[src/rtl/cv32e40p_x_copro_pkg.sv]
// Shared types for the custom-0 coprocessor adapter: opcode, ALU ops, queue entry, FSM states.
package cv32e40p_x_copro_pkg;

  localparam logic [6:0] OPCODE_CUSTOM0 = 7'b0001011;

  typedef enum logic [2:0] {
    OP_ADD  = 3'b000,
    OP_SUB  = 3'b001,
    OP_XOR  = 3'b010,
    OP_ADD3 = 3'b011
  } alu_op_e;

  typedef struct packed {
    logic [3:0]       id;
    logic [4:0]       rd;
    alu_op_e          funct3;
    logic [2:0][31:0] rs;
    logic             committed;
    logic             killed;
  } entry_t;

  typedef enum logic [1:0] {
    IDLE   = 2'd0,
    EXEC   = 2'd1,
    RESULT = 2'd2
  } state_e;

endpackage

[src/rtl/cv32e40p_x_copro_adapter_if.sv]
// Issue/commit/result bundle between the core's offload dispatcher (master) and the adapter (slave).
interface cv32e40p_x_copro_adapter_if;
  logic             x_issue_valid_i;
  logic             x_issue_ready_o;
  logic [31:0]      x_issue_req_instr_i;
  logic [3:0]       x_issue_req_id_i;
  logic [2:0][31:0] x_issue_req_rs_i;
  logic [2:0]       x_issue_req_rs_valid_i;
  logic             x_issue_resp_accept_o;
  logic             x_issue_resp_writeback_o;
  logic             x_issue_resp_loadstore_o;
  logic             x_commit_valid_i;
  logic [3:0]       x_commit_id_i;
  logic             x_commit_kill_i;
  logic             x_result_valid_o;
  logic             x_result_ready_i;
  logic [3:0]       x_result_id_o;
  logic [31:0]      x_result_data_o;
  logic [4:0]       x_result_rd_o;
  logic             x_result_we_o;

  modport slave (
    input  x_issue_valid_i, x_issue_req_instr_i, x_issue_req_id_i, x_issue_req_rs_i,
           x_issue_req_rs_valid_i, x_commit_valid_i, x_commit_id_i, x_commit_kill_i,
           x_result_ready_i,
    output x_issue_ready_o, x_issue_resp_accept_o, x_issue_resp_writeback_o,
           x_issue_resp_loadstore_o, x_result_valid_o, x_result_id_o, x_result_data_o,
           x_result_rd_o, x_result_we_o
  );

  modport master (
    output x_issue_valid_i, x_issue_req_instr_i, x_issue_req_id_i, x_issue_req_rs_i,
           x_issue_req_rs_valid_i, x_commit_valid_i, x_commit_id_i, x_commit_kill_i,
           x_result_ready_i,
    input  x_issue_ready_o, x_issue_resp_accept_o, x_issue_resp_writeback_o,
           x_issue_resp_loadstore_o, x_result_valid_o, x_result_id_o, x_result_data_o,
           x_result_rd_o, x_result_we_o
  );
endinterface

[src/rtl/cv32e40p_x_copro_alu.sv]
// Combinational integer ALU for the custom-0 ops; arithmetic wraps modulo 2^32.
module cv32e40p_x_copro_alu
  import cv32e40p_x_copro_pkg::*;
(
  input  alu_op_e          op_i,
  input  logic [2:0][31:0] rs_i,
  output logic [31:0]      result_o
);

  always_comb begin
    result_o = '0;
    case (op_i)
      OP_ADD:  result_o = rs_i[0] + rs_i[1];
      OP_SUB:  result_o = rs_i[0] - rs_i[1];
      OP_XOR:  result_o = rs_i[0] ^ rs_i[1];
      OP_ADD3: result_o = rs_i[0] + rs_i[1] + rs_i[2];
      default: result_o = '0;
    endcase
  end

endmodule

[src/rtl/cv32e40p_x_copro_adapter.sv]
// XIF coprocessor endpoint: decodes custom-0, queues accepted instructions, applies commit/kill
// by id, executes committed ones in order with a fixed latency and returns each result.
module cv32e40p_x_copro_adapter
  import cv32e40p_x_copro_pkg::*;
#(
  parameter int unsigned DEPTH   = 4,
  parameter int unsigned LATENCY = 1
) (
  input logic                        clk_i,
  input logic                        rst_ni,
  cv32e40p_x_copro_adapter_if.slave  xif
);

  localparam int unsigned PTR_W = $clog2(DEPTH);
  localparam int unsigned CNT_W = $clog2(LATENCY + 1);

  typedef logic [PTR_W:0] ptr_t;

  entry_t             entries_q [DEPTH];
  entry_t             entries_d [DEPTH];
  ptr_t               wr_ptr_q, wr_ptr_d, rd_ptr_q, rd_ptr_d;
  ptr_t               count;
  logic [DEPTH-1:0]   slot_vld;
  state_e             state_q, state_d;
  logic [CNT_W-1:0]   cnt_q, cnt_d;
  logic [3:0]         res_id_q, res_id_d;
  logic [31:0]        res_data_q, res_data_d;
  logic [4:0]         res_rd_q, res_rd_d;
  logic               res_we_q, res_we_d;

  logic [31:0]        instr;
  logic               supported, need_rs3, ops_ok, full, push, pop, head_vld;
  entry_t             new_entry, head;
  logic [31:0]        alu_result;
  logic               unused_instr;

  assign instr        = xif.x_issue_req_instr_i;
  assign unused_instr = ^instr[24:15];

  assign supported = (instr[6:0] == OPCODE_CUSTOM0) && (instr[31:25] == 7'd0) && !instr[14];
  assign need_rs3  = (alu_op_e'(instr[14:12]) == OP_ADD3);
  assign ops_ok    = xif.x_issue_req_rs_valid_i[0] && xif.x_issue_req_rs_valid_i[1] &&
                     (!need_rs3 || xif.x_issue_req_rs_valid_i[2]);

  // Full is judged on registered pointers only, so a same-cycle pop never frees a slot early.
  assign full  = (wr_ptr_q[PTR_W] != rd_ptr_q[PTR_W]) &&
                 (wr_ptr_q[PTR_W-1:0] == rd_ptr_q[PTR_W-1:0]);
  assign count = wr_ptr_q - rd_ptr_q;

  assign xif.x_issue_ready_o          = supported ? (!full && ops_ok) : 1'b1;
  assign push                         = xif.x_issue_valid_i && xif.x_issue_ready_o && supported;
  assign xif.x_issue_resp_accept_o    = push;
  assign xif.x_issue_resp_writeback_o = push;
  assign xif.x_issue_resp_loadstore_o = 1'b0;

  for (genvar g = 0; g < DEPTH; g++) begin : g_slot_vld
    logic [PTR_W-1:0] off;
    assign off         = PTR_W'(g) - rd_ptr_q[PTR_W-1:0];
    assign slot_vld[g] = ({1'b0, off} < count);
  end

  assign head     = entries_q[rd_ptr_q[PTR_W-1:0]];
  assign head_vld = (count != '0);

  // A commit message arriving alongside the issue of the same id lands on the new entry.
  always_comb begin
    new_entry        = '0;
    new_entry.id     = xif.x_issue_req_id_i;
    new_entry.rd     = instr[11:7];
    new_entry.funct3 = alu_op_e'(instr[14:12]);
    new_entry.rs     = xif.x_issue_req_rs_i;
    if (xif.x_commit_valid_i && (xif.x_commit_id_i == xif.x_issue_req_id_i)) begin
      if (xif.x_commit_kill_i) new_entry.killed    = 1'b1;
      else                     new_entry.committed = 1'b1;
    end
  end

  always_comb begin
    entries_d = entries_q;
    wr_ptr_d  = wr_ptr_q;
    rd_ptr_d  = rd_ptr_q;
    for (int i = 0; i < DEPTH; i++) begin
      if (xif.x_commit_valid_i && slot_vld[i] && (entries_q[i].id == xif.x_commit_id_i)) begin
        if (xif.x_commit_kill_i) entries_d[i].killed    = 1'b1;
        else                     entries_d[i].committed = 1'b1;
      end
    end
    if (push) begin
      entries_d[wr_ptr_q[PTR_W-1:0]] = new_entry;
      wr_ptr_d = wr_ptr_q + 1'b1;
    end
    if (pop) rd_ptr_d = rd_ptr_q + 1'b1;
  end

  cv32e40p_x_copro_alu u_alu (
    .op_i     (head.funct3),
    .rs_i     (head.rs),
    .result_o (alu_result)
  );

  // Kill flags are only consulted in IDLE, so a head already in EXEC/RESULT always completes.
  always_comb begin
    state_d    = state_q;
    cnt_d      = cnt_q;
    res_id_d   = res_id_q;
    res_data_d = res_data_q;
    res_rd_d   = res_rd_q;
    res_we_d   = res_we_q;
    pop        = 1'b0;
    case (state_q)
      IDLE: begin
        if (head_vld && head.killed) begin
          pop = 1'b1;
        end else if (head_vld && head.committed) begin
          cnt_d   = CNT_W'(LATENCY);
          state_d = EXEC;
        end
      end
      EXEC: begin
        cnt_d = cnt_q - 1'b1;
        if (cnt_q == CNT_W'(1)) begin
          res_id_d   = head.id;
          res_data_d = alu_result;
          res_rd_d   = head.rd;
          res_we_d   = (head.rd != 5'd0);
          state_d    = RESULT;
        end
      end
      RESULT: begin
        if (xif.x_result_ready_i) begin
          pop     = 1'b1;
          state_d = IDLE;
        end
      end
      default: state_d = IDLE;
    endcase
  end

  always_ff @(posedge clk_i) begin
    if (!rst_ni) begin
      state_q    <= IDLE;
      cnt_q      <= '0;
      wr_ptr_q   <= '0;
      rd_ptr_q   <= '0;
      res_id_q   <= '0;
      res_data_q <= '0;
      res_rd_q   <= '0;
      res_we_q   <= 1'b0;
      for (int i = 0; i < DEPTH; i++) entries_q[i] <= '0;
    end else begin
      state_q    <= state_d;
      cnt_q      <= cnt_d;
      wr_ptr_q   <= wr_ptr_d;
      rd_ptr_q   <= rd_ptr_d;
      res_id_q   <= res_id_d;
      res_data_q <= res_data_d;
      res_rd_q   <= res_rd_d;
      res_we_q   <= res_we_d;
      entries_q  <= entries_d;
    end
  end

  assign xif.x_result_valid_o = (state_q == RESULT);
  assign xif.x_result_id_o    = res_id_q;
  assign xif.x_result_data_o  = res_data_q;
  assign xif.x_result_rd_o    = res_rd_q;
  assign xif.x_result_we_o    = res_we_q;

endmodule

[src/flat_wrapper.sv]
// flat-port wrapper written by rule: the top's interface ports become plain ports
module cv32e40p_x_copro_adapter_flat import cv32e40p_x_copro_pkg::*;
#(
  parameter int unsigned DEPTH   = 4,
  parameter int unsigned LATENCY = 1
)
  (clk_i, rst_ni, xif_x_issue_valid_i, xif_x_issue_req_instr_i, xif_x_issue_req_id_i, xif_x_issue_req_rs_i, xif_x_issue_req_rs_valid_i, xif_x_commit_valid_i, xif_x_commit_id_i, xif_x_commit_kill_i, xif_x_result_ready_i, xif_x_issue_ready_o, xif_x_issue_resp_accept_o, xif_x_issue_resp_writeback_o, xif_x_issue_resp_loadstore_o, xif_x_result_valid_o, xif_x_result_id_o, xif_x_result_data_o, xif_x_result_rd_o, xif_x_result_we_o);
  cv32e40p_x_copro_adapter_if xif_i ();
  input logic clk_i;
  input logic rst_ni;
  input wire logic [$bits(xif_i.x_issue_valid_i)-1:0] xif_x_issue_valid_i;
  input wire logic [$bits(xif_i.x_issue_req_instr_i)-1:0] xif_x_issue_req_instr_i;
  input wire logic [$bits(xif_i.x_issue_req_id_i)-1:0] xif_x_issue_req_id_i;
  input wire logic [$bits(xif_i.x_issue_req_rs_i)-1:0] xif_x_issue_req_rs_i;
  input wire logic [$bits(xif_i.x_issue_req_rs_valid_i)-1:0] xif_x_issue_req_rs_valid_i;
  input wire logic [$bits(xif_i.x_commit_valid_i)-1:0] xif_x_commit_valid_i;
  input wire logic [$bits(xif_i.x_commit_id_i)-1:0] xif_x_commit_id_i;
  input wire logic [$bits(xif_i.x_commit_kill_i)-1:0] xif_x_commit_kill_i;
  input wire logic [$bits(xif_i.x_result_ready_i)-1:0] xif_x_result_ready_i;
  output wire logic [$bits(xif_i.x_issue_ready_o)-1:0] xif_x_issue_ready_o;
  output wire logic [$bits(xif_i.x_issue_resp_accept_o)-1:0] xif_x_issue_resp_accept_o;
  output wire logic [$bits(xif_i.x_issue_resp_writeback_o)-1:0] xif_x_issue_resp_writeback_o;
  output wire logic [$bits(xif_i.x_issue_resp_loadstore_o)-1:0] xif_x_issue_resp_loadstore_o;
  output wire logic [$bits(xif_i.x_result_valid_o)-1:0] xif_x_result_valid_o;
  output wire logic [$bits(xif_i.x_result_id_o)-1:0] xif_x_result_id_o;
  output wire logic [$bits(xif_i.x_result_data_o)-1:0] xif_x_result_data_o;
  output wire logic [$bits(xif_i.x_result_rd_o)-1:0] xif_x_result_rd_o;
  output wire logic [$bits(xif_i.x_result_we_o)-1:0] xif_x_result_we_o;
  assign xif_i.x_issue_valid_i = xif_x_issue_valid_i;
  assign xif_i.x_issue_req_instr_i = xif_x_issue_req_instr_i;
  assign xif_i.x_issue_req_id_i = xif_x_issue_req_id_i;
  assign xif_i.x_issue_req_rs_i = xif_x_issue_req_rs_i;
  assign xif_i.x_issue_req_rs_valid_i = xif_x_issue_req_rs_valid_i;
  assign xif_i.x_commit_valid_i = xif_x_commit_valid_i;
  assign xif_i.x_commit_id_i = xif_x_commit_id_i;
  assign xif_i.x_commit_kill_i = xif_x_commit_kill_i;
  assign xif_i.x_result_ready_i = xif_x_result_ready_i;
  assign xif_x_issue_ready_o = xif_i.x_issue_ready_o;
  assign xif_x_issue_resp_accept_o = xif_i.x_issue_resp_accept_o;
  assign xif_x_issue_resp_writeback_o = xif_i.x_issue_resp_writeback_o;
  assign xif_x_issue_resp_loadstore_o = xif_i.x_issue_resp_loadstore_o;
  assign xif_x_result_valid_o = xif_i.x_result_valid_o;
  assign xif_x_result_id_o = xif_i.x_result_id_o;
  assign xif_x_result_data_o = xif_i.x_result_data_o;
  assign xif_x_result_rd_o = xif_i.x_result_rd_o;
  assign xif_x_result_we_o = xif_i.x_result_we_o;
  cv32e40p_x_copro_adapter #(.DEPTH(DEPTH), .LATENCY(LATENCY)) u_core (.clk_i(clk_i), .rst_ni(rst_ni), .xif(xif_i));
endmodule
[config.mk]
export PLATFORM = sky130hd
export DESIGN_NAME = cv32e40p_x_copro_adapter_flat
export DESIGN_NICKNAME = d
export VERILOG_FILES = /design/src/rtl/cv32e40p_x_copro_pkg.sv /design/src/rtl/cv32e40p_x_copro_adapter_if.sv /design/src/rtl/cv32e40p_x_copro_alu.sv /design/src/rtl/cv32e40p_x_copro_adapter.sv /design/src/flat_wrapper.sv
export SDC_FILE = /design/constraint.sdc
export NUM_CORES = 1
export LEC_CHECK = 0
export ABC_AREA = 1
export CAP_MARGIN = 0
export CORE_ASPECT_RATIO = 1.4
export CORE_UTILIZATION = 45
export DETAILED_ROUTE_END_ITERATION = 16
export PLACE_DENSITY = 0.75
export SLEW_MARGIN = 5
export SYNTH_ARGS = -nofsm -noshare
export SYNTH_HDL_FRONTEND = slang
export SYNTH_SLANG_ARGS = --single-unit
[constraint.sdc]
create_clock -name clk_i -period 7.2 [get_ports clk_i]
set_input_delay 0.72 -clock clk_i [delete_from_list [all_inputs] [get_ports clk_i]]
set_output_delay 0.72 -clock clk_i [all_outputs]
set_load 0.05 [all_outputs]
==> results of run 1 <==
==> synth_stat cells (5+ instances only) <==
library cell  instances
o211ai_1             10
o21ai_0             294
clkbuf_1            131
nor4_1                8
buf_2                63
nand3_1             108
a211oi_2            154
inv_1               330
buf_4                40
xor2_1               25
a211oi_1            254
nand2_1             513
ha_1                105
a21o_1               11
o22ai_1              72
nor3_1               27
inv_2                 9
dfxtp_1             491
o21a_1                5
a32oi_1              35
o2111ai_1            10
o21bai_1             12
or2_2                12
buf_1                 7
nand4_1              22
buf_6                20
a21oi_1             260
xnor2_1               7
and2_1               12
a31oi_1               9
o21ai_1              15
nor2_1              716
o221ai_1              7
==> final timing paths <==
kind | from | endpoint | slack [ps] | cells past startpoint
worst max-delay path | u_core.rd_ptr_q[0] | u_core.xif.x_result_data_o[19] | 1140 | 25
worst min-delay path | u_core.entries_q[210] | u_core.entries_q[210] | 450 | 2
worst max register to register | u_core.rd_ptr_q[0] | u_core.xif.x_result_data_o[19] | 1140 | 25
worst min register to register | u_core.entries_q[210] | u_core.entries_q[210] | 450 | 2
==> metrics by stage <==
step / instance area (µm²) / std cells
2_1_floorplan: 27900 / 3832
3_3_place_gp: 29700 / 4596
3_5_place_dp: 29700 / 4596
4_1_cts: 31400 / 4685
5_1_grt: 31400 / 4685
6_report: 31400 / 4685
==> per-layer routing <==
metal | wire length [µm] | vias up | global-route usage
met2 | 41100 | 764 | 0.453
met4 | 3320 | 0 | 0.103
li1 | - | 13128 | -
met5 | 0 | - | 0
met1 | 35200 | 12282 | 0.328
met3 | 4230 | 161 | 0.0291
==> report_power, final <==
part | total [mW] | switching, mW | internal (mW) | leakage, nW
logic | 0.204 | 0.128 | 0.0765 | 7.71
clock network | 2.70 | 1.10 | 1.59 | 0.830
registers | 2.72 | 0.00000229 | 2.72 | 3.95
total | 5.62 | 1.23 | 4.38 | 12.5
==> cells by family after synthesis <==
logic type / synth area share
flip-flops: 0.352
adder cells (fa/ha/maj): 0.0499
buffers and inverters: 0.0945
AND/OR/NAND/NOR: 0.206
other: 0.000134
XOR/XNOR: 0.0100
AO/OA/AOI/OAI: 0.287
==> worst reg2reg max path, cell delays in order, from the launching register on <==
cell and delay (ps):
dfxtp_4 500, inv_6 500, nand2_1 180, a32oi_1 580, inv_1 110, ha_1 450
inv_2 130, nand2_1 50, nand2_1 50, o21ai_1 110, o21ai_0 310, nand3_1 110
nand2_1 180, nand2_1 70, nand2_1 190, xor2_1 280, ha_1 340, a21oi_1 200
o21ai_0 170, a31oi_1 210, nand3_1 140, or2_2 290, nand3_1 100, o21ai_0 80
o21ai_0 460, a21oi_1 120
==> flip-flops by register name, indices dropped and copies added (netlist names) <==
register and count:
u_core.entries_q 440, u_core.xif.x_result_data_o 32, u_core.cnt_q 1, u_core.xif.x_result_id_o 4, u_core.state_q 2, u_core.xif.x_result_rd_o 5
u_core.rd_ptr_q 3, u_core.wr_ptr_q 3, u_core.xif.x_result_we_o 1
==> cell type report <==
type / count / area [µm²] / area share
clock inverters: 20 / 275 / 0.00876
flip-flops and latches: 491 / 9830 / 0.313
clock buffers: 69 / 1420 / 0.0452
multi-input cells: 2739 / 15500 / 0.493
well taps: 817 / 1020 / 0.0325
repair buffers: 208 / 2060 / 0.0656
inverters: 341 / 1310 / 0.0418
==> run summary, run 1 <==
gr ovfl total = 0
clk_skew = 22.8 ps
outcome = finished, final reports clean
number of synthesized register bits = 491
Worst setup EP type = flip-flop
final RePlAce weighted congestion = 1.06
antenna violations before repair = 0
clk_lat worst skew = 600 ps
Initial DRT Pass Iterations = 8
min-delay worst type = flip-flop to flip-flop
core area = 61200 µm²
required time worst endpoint = 7620 ps
initial core utilization = 0.457
CTS H-tree depth = 2
final total power = 5.62 mW
crit share post-route = 0.842
Wirelength per Cell = 17.9 µm
Tightest Pin Transition = 1070 ps
Reg clk slew, reported paths = 60 ps
cell taking the most area after synthesis = dfxtp_1
RSZ-0062 raised after global routing = no
commonest non-fill, non-tap cells in the layout = nor2_1 (715), nand2_1 (513), dfxtp_1 (489)
ANT nets after route = 0
Setup WS post-layout = 1140 ps
PortBufs = 180
cells after synthesis = 3832
final wirelength = 83900 µm
Root Driver = clkbuf_16
dominant synthesized flop cell = dfxtp_1
Die Span Y = 297 µm
setup bufs post-CTS = 0
Lkg Pwr = 12.5 nW
1st-iter DRT viols = 2097
Post-CTS Hold Buffers = 0
Filler cells = 6039
crit path kind = flip-flop to flip-flop
Final Hold Fails = 0
first-pass GRT wire length = 133000 µm
FMAX = 0.165 GHz
Clock Sinks = 491
Netlist cell types = 54
worst vdd ir = 0.209 mV
CP max stage cell = a32oi_1
row cnt = 107
Pwr per Cell Area = 179 nW/µm²
Resize count post-CTS = 0
endpoints failing setup = 0
Detail Placement HPWL = 59700 µm
kind of start point of the critical path = flip-flop
number of global-route vias before repair = 24880
CP max FO = 82
CTS Buf Count = 48
share of layout cells above drive strength 1 = 0.0768
die width = 213 µm
post-synth net total = 4086
fin. max-slew vios = 0
post-synthesis sequential area ratio = 0.352
Bufs on Longest Clock Path = 3
largest net degree at the start of global routing = 188
n_diodes = 0
GRT Total Usage = 0.262
EDFF count, synth = 0
drc violations = 0
share of the synthesized area in the top cell type = 0.352
max-cap violations = 0
delay-heaviest family, CP = compound AO/OA/AOI/OAI gates
dominant cells by area after synthesis = dfxtp_1 (35%), nor2_1 (9.6%), a211oi_2 (6.9%), nand2_1 (6.9%), a211oi_1 (6.8%)
Netlist Area Pre-Place = 27900 µm²
die area = 63100 µm²
P&R area growth vs syn = 12.4%
CP peak stage delay = 580 ps
final hold slack = 446 ps
fin nets = 4083
setup TNS = 0 ps
Post-Route Utilization = 0.513
fin crit period = 6060 ps
# IOs = 192
vias per cell = 5.62
Max-Slew Margin vs Limit = 0.284
DP Worst Slack = 1270 ps
worst path arrival time = 6490 ps
detailed-route via count = 26335
yosys warns = 0
CP bufs+invs = 3
CTS tree = done
crit-path most repeated cell = nand2_1
ys async rst share = 0
most common library cell in the layout ignoring fill and taps = nor2_1
Avg Cell Area, Syn = 7.29 µm²
Power figures use the tool's default switching activity.
==> run 2: changes to the inputs <==
==> constraint.sdc (replaced) <==
create_clock -name clk_i -period 6.35 [get_ports clk_i]
set_input_delay 0.635 -clock clk_i [delete_from_list [all_inputs] [get_ports clk_i]]
set_output_delay 0.635 -clock clk_i [all_outputs]
set_load 0.05 [all_outputs]
==> run 2 against run 1 <==
  * Clock skew up 15 ps
  * Fmax up 9.1%
  * Cell area grew 1.1%
  * Largest power group unchanged
  * Register-to-register slack worse by 350 ps
  * Via count up 1.5%
  * Highest routed layer unchanged
==> run summary, run 2 (synthesis gave the netlist of run 1 again) <==
Top reg by flops = u_core.entries_q
first-pass GRT wire length = 133000 µm (+0.23%)
share of layout cells above drive strength 1 = 0.0855 (+0.00870)
CTS tree = done
largest net degree at the start of global routing = 145 (-23%)
clk_skew = 38.0 ps (+15.1 ps)
drc violations = 0 (unchanged)
worst flop-to-flop path startpoint = u_core.rd_ptr_q[0]
critical path startpoint = u_core.rd_ptr_q[0]
max-cap violations = 0 (unchanged)
Reg clk slew, reported paths = 60 ps (about the same)
vias per cell = 5.66 (+0.67%)
worst path arrival time = 6020 ps (-470 ps)
die width = 213 µm (unchanged)
final RePlAce weighted congestion = 1.02 (-3.7%)
ANT nets after route = 0 (unchanged)
row cnt = 107 (unchanged)
Resize count post-CTS = 0 (unchanged)
Bufs on Longest Clock Path = 3 (unchanged)
number of global-route vias before repair = 24487 (-1.6%)
PortBufs = 180 (unchanged)
P&R area growth vs syn = 13.6%
Tightest Pin Transition = 1110 ps (+40.0 ps)
Max-Slew Margin vs Limit = 0.256 (-0.0275)
initial core utilization = 0.457 (unchanged)
Min-Delay Startpoint = u_core.entries_q[320]
CP max FO = 53 (-35%)
max reg flops = 440 (unchanged)
detailed-route via count = 26738 (+1.5%)
kind of start point of the critical path = flip-flop
antenna violations before repair = 1 (+1)
Root Driver = clkbuf_16
commonest non-fill, non-tap cells in the layout = nor2_1 (715), nand2_1 (513), dfxtp_1 (489)
fin nets = 4121 (+0.93%)
setup bufs post-CTS = 0 (unchanged)
DP Worst Slack = 895 ps (-375 ps)
Cell Area, Placed = 30100 µm² (+1.2%)
Die Span Y = 297 µm (unchanged)
# IOs = 192 (unchanged)
Initial DRT Pass Iterations = 6 (-2)
1st-iter DRT viols = 2320 (+11%)
outcome = finished, final reports clean
Post-Route Utilization = 0.519 (+0.00569)
Setup WS post-layout = 790 ps (-345 ps)
GRT Total Usage = 0.264 (+0.00275)
Clock Sinks = 491 (unchanged)
clk_lat worst skew = 620 ps (+20 ps)
required time worst endpoint = 6810 ps (-810 ps)
fin. max-slew vios = 0 (unchanged)
Final Hold Fails = 0 (unchanged)
FMAX = 0.180 GHz (+9.1%)
Worst setup EP type = flip-flop
Pwr per Cell Area = 199 nW/µm² (+12%)
crit share post-route = 0.876 (+0.0333)
gr ovfl total = 0 (unchanged)
CTS Buf Count = 49 (+2.1%)
min-delay worst type = flip-flop to flip-flop
Detail Placement HPWL = 61400 µm (+2.8%)
crit-path cells = buf_12, buf_4, nand2_1, a32oi_1, inv_1, ha_1, o21ai_0, nand2_1, nand2_1, a21oi_1, nand2_1, a21oi_1, xor2_1, ha_1, a21oi_1, o21ai_0, a21oi_1, nand3_1, or2_2, nand3_1, o21ai_0, o21ai_0, a21oi_1
CP peak stage delay = 550 ps (-30 ps)
Wirelength per Cell = 18.0 µm (+0.53%)
Final Instance Area = 31800 µm² (+1.1%)
Post-CTS Hold Buffers = 0 (unchanged)
most common library cell in the layout ignoring fill and taps = nor2_1
final wirelength = 85000 µm (+1.4%)
CTS H-tree depth = 2 (unchanged)
final total power = 6.33 mW (+13%)
worst vdd ir = 0.181 mV (-13%)
setup TNS = 0 ps (unchanged)
Lkg Pwr = 12.7 nW (+1.6%)
endpoints failing setup = 0 (unchanged)
die area = 63100 µm² (unchanged)
crit path kind = flip-flop to flip-flop
core area = 61200 µm² (unchanged)
fin crit period = 5560 ps (-505 ps)
RSZ-0062 raised after global routing = no
CP max stage cell = dfxtp_4
crit-path most repeated cell = a21oi_1
-- run 2: cell count changes in the layout (fill, tap and decap cells not counted), sizes merged --
cell	delta
diode	+1
bufinv	-2
clkinv	+6
inv	+3
clkinvlp	-4
clkbuf	-1
buf	+37
-- run 2: metrics by stage --
step           hold slack [ps]  instances
2_1_floorplan              419       3832
4_1_cts                    441       4724
3_3_place_gp               430       4633
6_report                   442       4725
5_1_grt                    470       4725
3_5_place_dp               432       4633
-- run 2: layer usage --
metal,routed length [µm],up-vias,part of all wire,track usage
li1,-,13253,-,-
met1,35400,12447,0.42,0.334
met2,41600,876,0.49,0.452
met3,4590,162,0.054,0.0295
met4,3440,0,0.040,0.109
met5,0,-,0,0
-- run 2: power by group --
part	internal [mW]	leakage, nW	switching, mW
clock	1.71	0.832	1.31
combinational	0.0877	7.91	0.146
sequential	3.08	3.95	0.00000267
total	4.88	12.7	1.45
-- run 2: worst paths after layout --
| path | end | slack [ps] | cells after the start |
|---|---|---|---|
| hold reg to reg | u_core.entries_q[320] | 440 | 2 |
| hold / removal | u_core.entries_q[320] | 440 | 2 |
| setup / recovery | u_core.xif.x_result_data_o[20] | 790 | 23 |
| setup reg to reg | u_core.xif.x_result_data_o[20] | 790 | 23 |
-- run 2: final cells by class --
cell class | count | area, µm²
repair buffers | 245 | 2430
well taps | 817 | 1020
inverters | 341 | 1310
clock buffers | 68 | 1390
fillers | 5928 | 29400
multi-input cells | 2739 | 15500
diodes | 1 | 2.50
flip-flops and latches | 491 | 9830
clock inverters | 23 | 289
-- run 2: critical path, delay by kind of cell (launching register included) --
kind            cells  cell delay [ps]
compound gates     10             2180
simple gates        7              920
fa+ha+maj           2              840
buf+inv             3              610
flops               1              550
xor+xnor            1              240
